**src/rtl/llsc_mem_ctrl.sv**
```systemverilog
// LL/SC link controller for the MEM stage.
// Tracks the word-aligned link address, decides SC success from the
// (forwarded) LLbit and an address match, gates the data-memory store
// enable accordingly, and produces a one-cycle-delayed LLbit write for
// the architectural LLbit register.
module llsc_mem_ctrl (
  input  logic        clk,
  input  logic        rst,
  input  logic        valid_i,
  input  logic        stall,
  input  logic        flush,
  input  logic        is_ll,
  input  logic        is_sc,
  input  logic        is_store,
  input  logic        is_eret,
  input  logic [31:0] mem_addr_i,
  input  logic        LLbit_rdata,
  output logic        mem_we_o,
  output logic [31:0] sc_result_o,
  output logic        LLbit_we_o,
  output logic        LLbit_wdata_o,
  output logic [31:0] link_addr_o
);

  // Resolved MEM-stage operation after qualification and priority decode.
  typedef enum logic [2:0] {
    OP_NONE  = 3'd0,
    OP_ERET  = 3'd1,
    OP_SC    = 3'd2,
    OP_LL    = 3'd3,
    OP_STORE = 3'd4
  } op_kind_e;

  // Word-aligned form of an effective address.
  function automatic logic [31:0] word_align(input logic [31:0] addr);
    word_align = {addr[31:2], 2'b00};
  endfunction

  // Registered state: link address and the pending LLbit write.
  logic [31:0] link_addr_q, link_addr_d;
  logic        llbit_we_q, llbit_we_d;
  logic        llbit_wdata_q, llbit_wdata_d;

  // Combinational MEM-stage signals.
  logic        op_ok_s;
  logic        eff_llbit_s;
  logic        word_hit_s;
  logic        sc_success_s;
  logic        mem_we_s;
  logic [31:0] sc_result_s;
  op_kind_e    op_kind_s;

  // Byte-offset bits do not participate in the word match.
  logic        unused_addr_bits_s;
  assign unused_addr_bits_s = ^mem_addr_i[1:0];

  // Reset also kills the op so that no store or SC result escapes while rst=1.
  assign op_ok_s = valid_i & ~stall & ~flush & ~rst;

  // A write already sitting in the WB register is newer than the LLbit
  // register contents, so forward it for back-to-back LL/SC/store.
  assign eff_llbit_s = llbit_we_q ? llbit_wdata_q : LLbit_rdata;

  assign word_hit_s   = (mem_addr_i[31:2] == link_addr_q[31:2]);
  assign sc_success_s = eff_llbit_s & word_hit_s;

  // Priority decode of the qualified op: eret > sc > ll > store.
  always_comb begin
    op_kind_s = OP_NONE;
    if (!op_ok_s) begin
      op_kind_s = OP_NONE;
    end else if (is_eret) begin
      op_kind_s = OP_ERET;
    end else if (is_sc) begin
      op_kind_s = OP_SC;
    end else if (is_ll) begin
      op_kind_s = OP_LL;
    end else if (is_store) begin
      op_kind_s = OP_STORE;
    end else begin
      op_kind_s = OP_NONE;
    end
  end

  // Per-op effects: same-cycle store gating / SC result, and next-state
  // for the link address and the WB LLbit write (bubble by default).
  always_comb begin
    mem_we_s      = 1'b0;
    sc_result_s   = 32'h0000_0000;
    llbit_we_d    = 1'b0;
    llbit_wdata_d = 1'b0;
    link_addr_d   = link_addr_q;
    case (op_kind_s)
      OP_ERET: begin
        llbit_we_d    = 1'b1;
        llbit_wdata_d = 1'b0;
      end
      OP_SC: begin
        mem_we_s      = sc_success_s;
        sc_result_s   = {31'b0, sc_success_s};
        llbit_we_d    = 1'b1;
        llbit_wdata_d = 1'b0;
      end
      OP_LL: begin
        link_addr_d   = word_align(mem_addr_i);
        llbit_we_d    = 1'b1;
        llbit_wdata_d = 1'b1;
      end
      OP_STORE: begin
        mem_we_s = 1'b1;
        // An ordinary store to the linked word breaks the reservation.
        if (word_hit_s && eff_llbit_s) begin
          llbit_we_d    = 1'b1;
          llbit_wdata_d = 1'b0;
        end else begin
          llbit_we_d    = 1'b0;
          llbit_wdata_d = 1'b0;
        end
      end
      OP_NONE: begin
        llbit_we_d    = 1'b0;
        llbit_wdata_d = 1'b0;
      end
      default: begin
        mem_we_s      = 1'b0;
        sc_result_s   = 32'h0000_0000;
        llbit_we_d    = 1'b0;
        llbit_wdata_d = 1'b0;
        link_addr_d   = link_addr_q;
      end
    endcase
  end

  // State update; reset clears the link and discards any pending LLbit write.
  always_ff @(posedge clk) begin
    if (rst) begin
      link_addr_q   <= 32'h0000_0000;
      llbit_we_q    <= 1'b0;
      llbit_wdata_q <= 1'b0;
    end else begin
      link_addr_q   <= link_addr_d;
      llbit_we_q    <= llbit_we_d;
      llbit_wdata_q <= llbit_wdata_d;
    end
  end

  assign mem_we_o      = mem_we_s;
  assign sc_result_o   = sc_result_s;
  assign LLbit_we_o    = llbit_we_q;
  assign LLbit_wdata_o = llbit_wdata_q;
  assign link_addr_o   = link_addr_q;

endmodule

```
**config.mk**
```make
export PLATFORM = sky130hd
export DESIGN_NAME = llsc_mem_ctrl
export DESIGN_NICKNAME = d
export VERILOG_FILES = /design/src/rtl/llsc_mem_ctrl.sv
export SDC_FILE = /design/constraint.sdc
export NUM_CORES = 1
export LEC_CHECK = 0
export ABC_AREA = 1
export CORE_AREA = 2 2 71 73
export DETAILED_ROUTE_END_ITERATION = 16
export DIE_AREA = 0 0 73 75
export MAX_ROUTING_LAYER = met4
export PLACE_DENSITY_LB_ADDON = 0.2
export SLEW_MARGIN = 20
export SYNTH_ARGS = -nofsm -noshare
export SYNTH_HDL_FRONTEND = slang
export SYNTH_SLANG_ARGS = --single-unit
```
**constraint.sdc**
```tcl
create_clock -name clk -period 1.8 [get_ports clk]
set_clock_uncertainty 0.1 [all_clocks]
set_input_delay 0.36 -clock clk [delete_from_list [all_inputs] [get_ports clk]]
set_output_delay 0.36 -clock clk [all_outputs]
set_load 0.01 [all_outputs]
```
## Yosys cells after proc, flatten, opt, wreduce, memory -nomap -nowiden

Cells that the tools add are included.
Widths: inputs -> output; s select.

- Register bits after elaboration: 32
- Output and inout port bits: 67
- Logic and storage cells: 28

- Reductions and logical operators: 2
- Multiplexer cells: 11
- Bitwise operators: 7
- Eq/ne operators: 5

Operator list:

| kind | number |
|---|---|
| $eq 30x30->1 | 1 |
| $mux 3 | 5 |
| $eq 3x2->1 const B | 2 |
| $and 1x1->1 | 4 |
| $mux 1 | 4 |
| $pmux 1 s2 | 2 |
| $eq 3x1->1 const B | 1 |
| $eq 3x3->1 const B | 1 |
| $not 1->1 | 3 |
| $reduce_or 3->1 | 1 |
| $logic_and 1x1->1 | 1 |

## Logic depth before layout (Yosys ltp)

Gate-level depths: netlist of run 1.

- Depth in word-level cells: 8
- Mapped depth: 9

## Worst setup path before layout of run 1

Ideal clock, no wire load.

- Kind: reg-to-output
- From: register link_addr_q[31] (netlist: link_addr_o[31])
- To: output port mem_we_o
- Path buffers: 0
- Arrival: 1025 ps
- Setup slack: 315 ps
- Cell stages (with the launch flop): 8
- Path through: dfxtp_1 > xnor2_1 > nand2_1 > nor2_1 > nand2_1 > nor2_1 > nand3_1 > nand2_1

- Word-level cells in the longest chain between the ends: 3

RTL lines:

| what | RTL line | text |
|---|---|---|
| start, declared | 40 | `logic [31:0] link_addr_q, link_addr_d;` |
| start signal, assigned | 141 | `link_addr_q <= link_addr_d;` |
| $eq 30x30->1 | 64 | `assign word_hit_s = (mem_addr_i[31:2] == link_addr_q[31:2]);` |
| $and 1x1->1 | 65 | `assign sc_success_s = eff_llbit_s & word_hit_s;` |
| $pmux 1 s2 | 93 | `case (op_kind_s)` |
| end, declared | 18 | `output logic mem_we_o,` |

No other way between the ends.

## Final worst setup path of run 1

- From: register link_addr_q[29] (netlist: link_addr_o[29])
- To: output port mem_we_o

Same word-level chain as after synthesis.

==> key figures, run 1 <==
Clock tree
  – Clk_lat worst skew: 0.28 ns
  – CTS max path bufs: 2
  – Clock sink total: 32
  – CTS H-tree lvls: 2
  – # hold bufs at CTS: 0
  – CTS tree: yes
  – Clock root buffer: clkbuf_8
  – CTS clk-pin slew, worst paths: around 0.060 ns
  – TritonCTS Buffers: 5

Power
  – Switch Pwr: 0.3841 mW
  – Clock power frac: approximately two fifths
  – Power Total: about 1.6 mW
  – Part of the power in registers: a little under half
  – Worst vdd ir: 535.5 µV
  – Cell Pwr Density: 520.0 nW/µm²
  – Pint: ~1.2 mW
  – Combinational share of power: 15.6%
  – Leakage: between 1 and 1.5 nW
  – Switching part of the total: 24.67%

Yosys
  – Synth unique cells: 21
  – Register area share after synthesis: 34.39%
  – Top cell type by total area after synthesis: dfxtp_1
  – Top cells by area, synth: dfxtp_1 34%, nor2_1 14%, buf_4 13%, xnor2_1 12%, nand2_1 6.9%
  – Top-area cell type share of the netlist area: 34.39%
  – Syn Area/Cell: 7.084 µm²
  – Gate Count Post-Synth: 263
  – Mapped Area: 1863 µm²
  – Seq cells post-synth: 32
  – Yosys Warn Count: 0

Finish
  – Fill count: around 460
  – Final #Nets: 421
  – Storage element area: about 660 µm²
  – Commonest cells after routing, fill and taps aside: 66 x nor2_1, 44 x buf_4, 37 x clkdlybuf4s50_1
  – Multi-input gate area in the final layout: 1030 µm²
  – Final instance area: between 2000 and 3000 µm²
  – Most common cell after layout, fill and taps aside: nor2_1
  – Layout area overhead: 60.71%
  – Layout cells sized above 1: between 20 and 25%
  – Diode count: 0
  – Fin util: 64.24%

Drt
  – Routed WL per cell: roughly 10 µm
  – Initial DRC count: 39
  – Drt total wl: around 4500 µm
  – Remaining antenna violation count after routing: 0
  – Vias per cell: 4.319
  – DR pass1 iterations: 4
  – Vias: roughly 1900
  – DRC Markers: 0

Placement
  – Placed cell areas: approximately 2800 µm²
  – Pre-CTS setup slack: -0.7992 ns
  – Final HPWL DP: 3333 µm
  – GP Congestion: 0.7583
  – PortBufs: 73

Worst setup path
  – Slowest CP cell: dfxtp_1
  – Worst path cell trace: xnor2_1 > nand2_1 > nor2_2 > nand2_1 > nor2_2 > nand3_2 > nand2_2 > buf_6
  – CP arrival: 1.44 ns
  – Max incr delay on CP: 0.32 ns
  – Crit Path Max Fanout: 2
  – Reg2reg start: link_addr_o[29]
  – CP Class: reg -> out
  – Crit. End Element: primary output
  – CP Launch Type: register
  – CP Data Required Time: 1.34 ns
  – Setup crit start: link_addr_o[29]

Timing
  – Final setup fails: 2
  – Worst Slack Setup Final: -0.1032 ns
  – Hold Vio Cnt, Final: 0
  – Fmax: 525.4 MHz
  – Unrepaired setup endpoints after global routing: yes
  – Post-layout min period: 1.903 ns
  – Final Max Slew Viols: 0
  – Final period util: 105.7%

Global routing
  – Grt met2 use: around 28%
  – Global route overflow: 0
  – Vias in the first global route: 1674
  – Routing usage on met1: a little over a fifth
  – Gr usage total: 17.31%
  – Most used routing layer: met2
  – Initial antenna violation count: 0
  – M3 GR Usage: approximately 5.5%
  – Pin count of the biggest net entering global routing: 31
  – First-pass GRT wire length: 7176 µm

Floorplan
  – Core box area: roughly 4700 µm²
  – Starting Density: 39.97%
  – Die ar.: around 5500 µm²
  – Chip width: 73 µm
  – FP Rows: 25
  – Die height: around 75 µm
  – Io pins: 109

Outcome
  – Outcome: finished with violations
  – Failing checks: setup timing

Min path
  – Hold wc startpoint: mem_addr_i[9]
  – Hold crit path type: in -> reg

Flow run
  – Max Cap Viol: 0
[logic make-up after synthesis]
logic type      Yosys count  share of synthesized area [%]
compound gates           32                          8.731
xor+xnor                 26                          12.22
buf+inv                  60                          20.15
flops                    32                          34.39
other cells               1                         0.2013
simple gates            112                          24.31
[worst paths after layout]
check                    end  slack (ns)  depth (start not counted)
min reg2reg  link_addr_o[14]        0.40                          2
min           link_addr_o[9]        0.27                          3
max                 mem_we_o       -0.10                          8
max reg2reg       LLbit_we_o        0.35                         10
[through the flow]
stage	std cells	hold slack, ns	setup TNS (ns)
final	433	0.2698	-0.1943
after global routing	433	0.2831	-0.4649
after CTS	431	0.3470	-0.2341
after detailed placement	421	0.4075	-7.438
after global placement	421	0.4011	-6.813
after floorplan	295	0.3798	0
[synthesized netlist by cell type]
cell,n
clkbuf_2,3
xor2_1,1
clkbuf_1,3
nand4_1,1
buf_6,3
nor3_2,1
nand4_4,1
inv_1,16
nor3_1,1
dfxtp_1,32
conb_1,1
inv_2,2
o31ai_1,1
nor2_1,71
buf_4,33
nand2_1,34
nand3_1,2
nand2_2,1
xnor2_1,25
o21ai_0,17
o21ai_1,14
[what timing repair did]
| item | 4_1_cts | 5_1_grt |
|---|---|---|
| pin swaps | 26 | 26 |
| gates resized for setup | 58 | 35 |
| setup buffers | 3 | 2 |
| setup endpoints to repair | 2 | 7 |
[area by class of cell]
cell class / count / share of cell area [%]
Timing Repair Buffer: 119 / 35.85
Clock buffer: 7 / 3.218
Sequential cell: 32 / 22.02
Tap cell: 54 / 2.257
Inverter: 18 / 2.257
Multi-Input combinational cell: 203 / 34.39
[critical path, delay by kind of cell, from the launching register on]
family	cells	cell delay, ns
simple gates	6	0.60
flops	1	0.32
xor+xnor	1	0.15
buf+inv	1	0.10
[power by group through the flow]
stage / registers [mW] / logic, mW / clock network [mW]
6_report: 0.717 / 0.243 / 0.597
4_1_cts: 0.718 / 0.234 / 0.608
3_3_place_gp: 0.733 / 0.253 / 0
5_1_grt: 0.717 / 0.273 / 0.638
2_1_floorplan: 0.737 / 0.165 / 0
3_5_place_dp: 0.733 / 0.255 / 0
[routing by layer]
metal	wire [µm]	part of all wire [%]
met1	2012	44
met2	2137	47
met3	345	7.6
met4	37	0.82
met5	0	0
[sequential cells by signal (all words and copies together), names as in the netlist]
name           flops
LLbit_wdata_o      1
LLbit_we_o         1
link_addr_o       30
No activity file was read; power rests on OpenSTA's default activity.
==> run 2: changes to the inputs <==
- CORE_AREA: 2 2 71 73 -> 2 2 74 76
- DIE_AREA: 0 0 73 75 -> 0 0 76 78
- clock period: 1.8 -> 2.1 ns (I/O delays scaled with it)
==> key figures, run 2 (same netlist as run 1, synthesis figures left out) <==
Power
  – Worst vdd ir: 338.6 µV (was 535.5 µV)
  – Cell Pwr Density: 427.4 nW/µm² (was 520.0 nW/µm²)
  – Leakage: 1.293 nW (was 1.330 nW)
  – Power Total: 1.259 mW (was 1.557 mW)

Placement
  – GP Congestion: 0.7344 (was 0.7583)
  – Placed cell areas: 2784 µm² (was 2806 µm²)
  – PortBufs: 73 (unchanged)
  – Final HPWL DP: 3511 µm (was 3333 µm)
  – Placed cells: 433 (was 421)
  – Pre-CTS setup slack: -0.6768 ns (was -0.7992 ns)

Worst setup path
  – R2R Setup Slk: 0.10 ns (was 0.35 ns)
  – Setup crit start: mem_addr_i[29] (was link_addr_o[29])
  – Crit. End Element: primary output (unchanged)
  – Crit path to: mem_we_o (unchanged)
  – CP Class: in -> out (was reg -> out)
  – Reg-to-Reg End: LLbit_we_o (unchanged)
  – Path depth of the worst reg2reg path: 15 (was 10)
  – CP Launch Type: input port (was register)
  – CP Data Required Time: 1.58 ns (was 1.34 ns)
  – CP arrival: 1.54 ns (was 1.44 ns)
  – Crit Path Max Fanout: 2 (unchanged)
  – Reg2reg start: link_addr_o[20] (was link_addr_o[29])

Clock tree
  – CTS tree: yes (unchanged)
  – CTS H-tree lvls: 2 (unchanged)
  – CTS max path bufs: 2 (unchanged)
  – TritonCTS Buffers: 5 (unchanged)
  – Clock sink total: 32 (unchanged)
  – CTS clk-pin slew, worst paths: 0.06 ns (about the same)
  – # hold bufs at CTS: 0 (unchanged)
  – Clk_lat worst skew: 0.28 ns (about the same)
  – Clock root buffer: clkbuf_8 (unchanged)

Global routing
  – Vias in the first global route: 1664 (was 1674)
  – Gr usage total: 16.05% (was 17.31%)
  – Pin count of the biggest net entering global routing: 31 (unchanged)
  – Global route overflow: 0 (unchanged)
  – Initial antenna violation count: 0 (unchanged)
  – First-pass GRT wire length: 7403 µm (was 7176 µm)

Drt
  – Routed WL per cell: 10.45 µm (was 10.47 µm)
  – Initial DRC count: 76 (was 39)
  – DRC Markers: 0 (unchanged)
  – Remaining antenna violation count after routing: 0 (unchanged)
  – Vias per cell: 4.078 (was 4.319)
  – Vias: 1835 (was 1870)
  – Drt total wl: 4704 µm (was 4532 µm)
  – DR pass1 iterations: 4 (unchanged)

Timing
  – Hold Vio Cnt, Final: 0 (unchanged)
  – Worst Slack Setup Final: 0.03993 ns (was -0.1032 ns)
  – Final period util: 98.10%
  – Post-layout min period: 2.060 ns
  – Fmax: ~490 MHz
  – Final setup TNS: 0 ns (was -0.1943 ns)
  – Min Hold Slack: 0.3132 ns (was 0.2698 ns)
  – Final Max Slew Viols: 0 (unchanged)
  – Final setup fails: 0 (was 2)

Finish
  – Fin util: 58.44% (was 64.24%)
  – Final instance area: 2947 µm² (was 2994 µm²)
  – Layout cells sized above 1: 21.58% (was 23.22%)
  – Max reg flops: 30 (unchanged)
  – Storage element area: 641.9 µm² (was 659.4 µm²)
  – Commonest cells after routing, fill and taps aside: 66 x nor2_1, 46 x buf_4, 37 x clkdlybuf4s50_1 (was 66 x nor2_1, 44 x buf_4, 37 x clkdlybuf4s50_1)
  – Final std cells w/o fill: 450 (was 433)
  – Most common cell after layout, fill and taps aside: nor2_1 (unchanged)
  – Fill count: 506 (was 457)
  – Multi-input gate area in the final layout: 1028 µm² (was 1030 µm²)
  – Final #Nets: 422 (was 421)
  – Layout area overhead: 58.16% (was 60.71%)
  – Diode count: 0 (unchanged)

Floorplan
  – Die ar.: 5928 µm² (was 5475 µm²)
  – Io pins: 109 (unchanged)
  – FP Rows: 26 (was 25)
  – Core box area: 5042 µm² (was 4661 µm²)
  – Die height: 78 µm (was 75 µm)
  – Chip width: 76 µm (was 73 µm)
  – Starting Density: 36.95% (was 39.97%)

Outcome
  – Outcome: complete, no violations (was finished with violations)

Min path
  – Hold crit path type: in -> reg (unchanged)
  – Hold wc startpoint: mem_addr_i[8] (was mem_addr_i[9])

Flow run
  – Max Cap Viol: 0 (unchanged)
==> run 2: cell count changes in the layout (fill, tap and decap cells not counted), sizes merged <==
| cell | change |
|---|---|
| clkbuf | +5 |
| clkinv | +1 |
| dlygate4sd2 | -4 |
| clkdlybuf4s15 | -2 |
| buf | +1 |
==> run 2: worst min path at each step <==
stage | end | slack [ns] | cells after the start
global placement | link_addr_o[2] | 0.40 | 2
global route | link_addr_o[8] | 0.34 | 3
detailed placement | link_addr_o[6] | 0.41 | 2
CTS | link_addr_o[15] | 0.42 | 2
finish | link_addr_o[8] | 0.31 | 3
floorplan | link_addr_o[6] | 0.43 | 2
==> run 2: cell type report <==
type                       instances  area share [%]
clock buffer                       6           2.463
inverter                          18           2.293
multi-input combinational        203           34.90
tap                               70           2.972
timing repair buffer             120           35.41
clock inverter                     1          0.1699
sequential                        32           21.78
==> run 2: metal layers <==
layer	GRT usage [%]	wire, µm	vias up
met2	26.96	2255	61
met5	-	0	-
met4	3.273	29	0
met1	18.33	2034	796
met3	6.279	384	4
li1	-	-	974
==> run 2: report_power, final <==
part / leakage (nW) / internal (mW) / total [mW] / switching [mW]
sequential: 0.259 / 0.612 / 0.615 / 0.00351
combinational: 0.994 / 0.0985 / 0.204 / 0.105
clock: 0.0410 / 0.225 / 0.440 / 0.215
total: 1.29 / 0.935 / 1.26 / 0.324
==> run 2: critical path, stage by stage <==
cell and delay (ns):
dlygate4sd2_1 0.25, xnor2_1 0.15, nand2_1 0.08, nor2_2 0.15, nand2_2 0.08, nor2_4 0.12
nand3_4 0.10, nand2_2 0.08, buf_6 0.10
==> run 2: what timing repair did <==
action | 4_1_cts | 5_1_grt
gates resized for setup | 49 | 39
pin swaps | 23 | 38
setup buffers | 9 | 1
setup endpoints to repair | 2 | 2
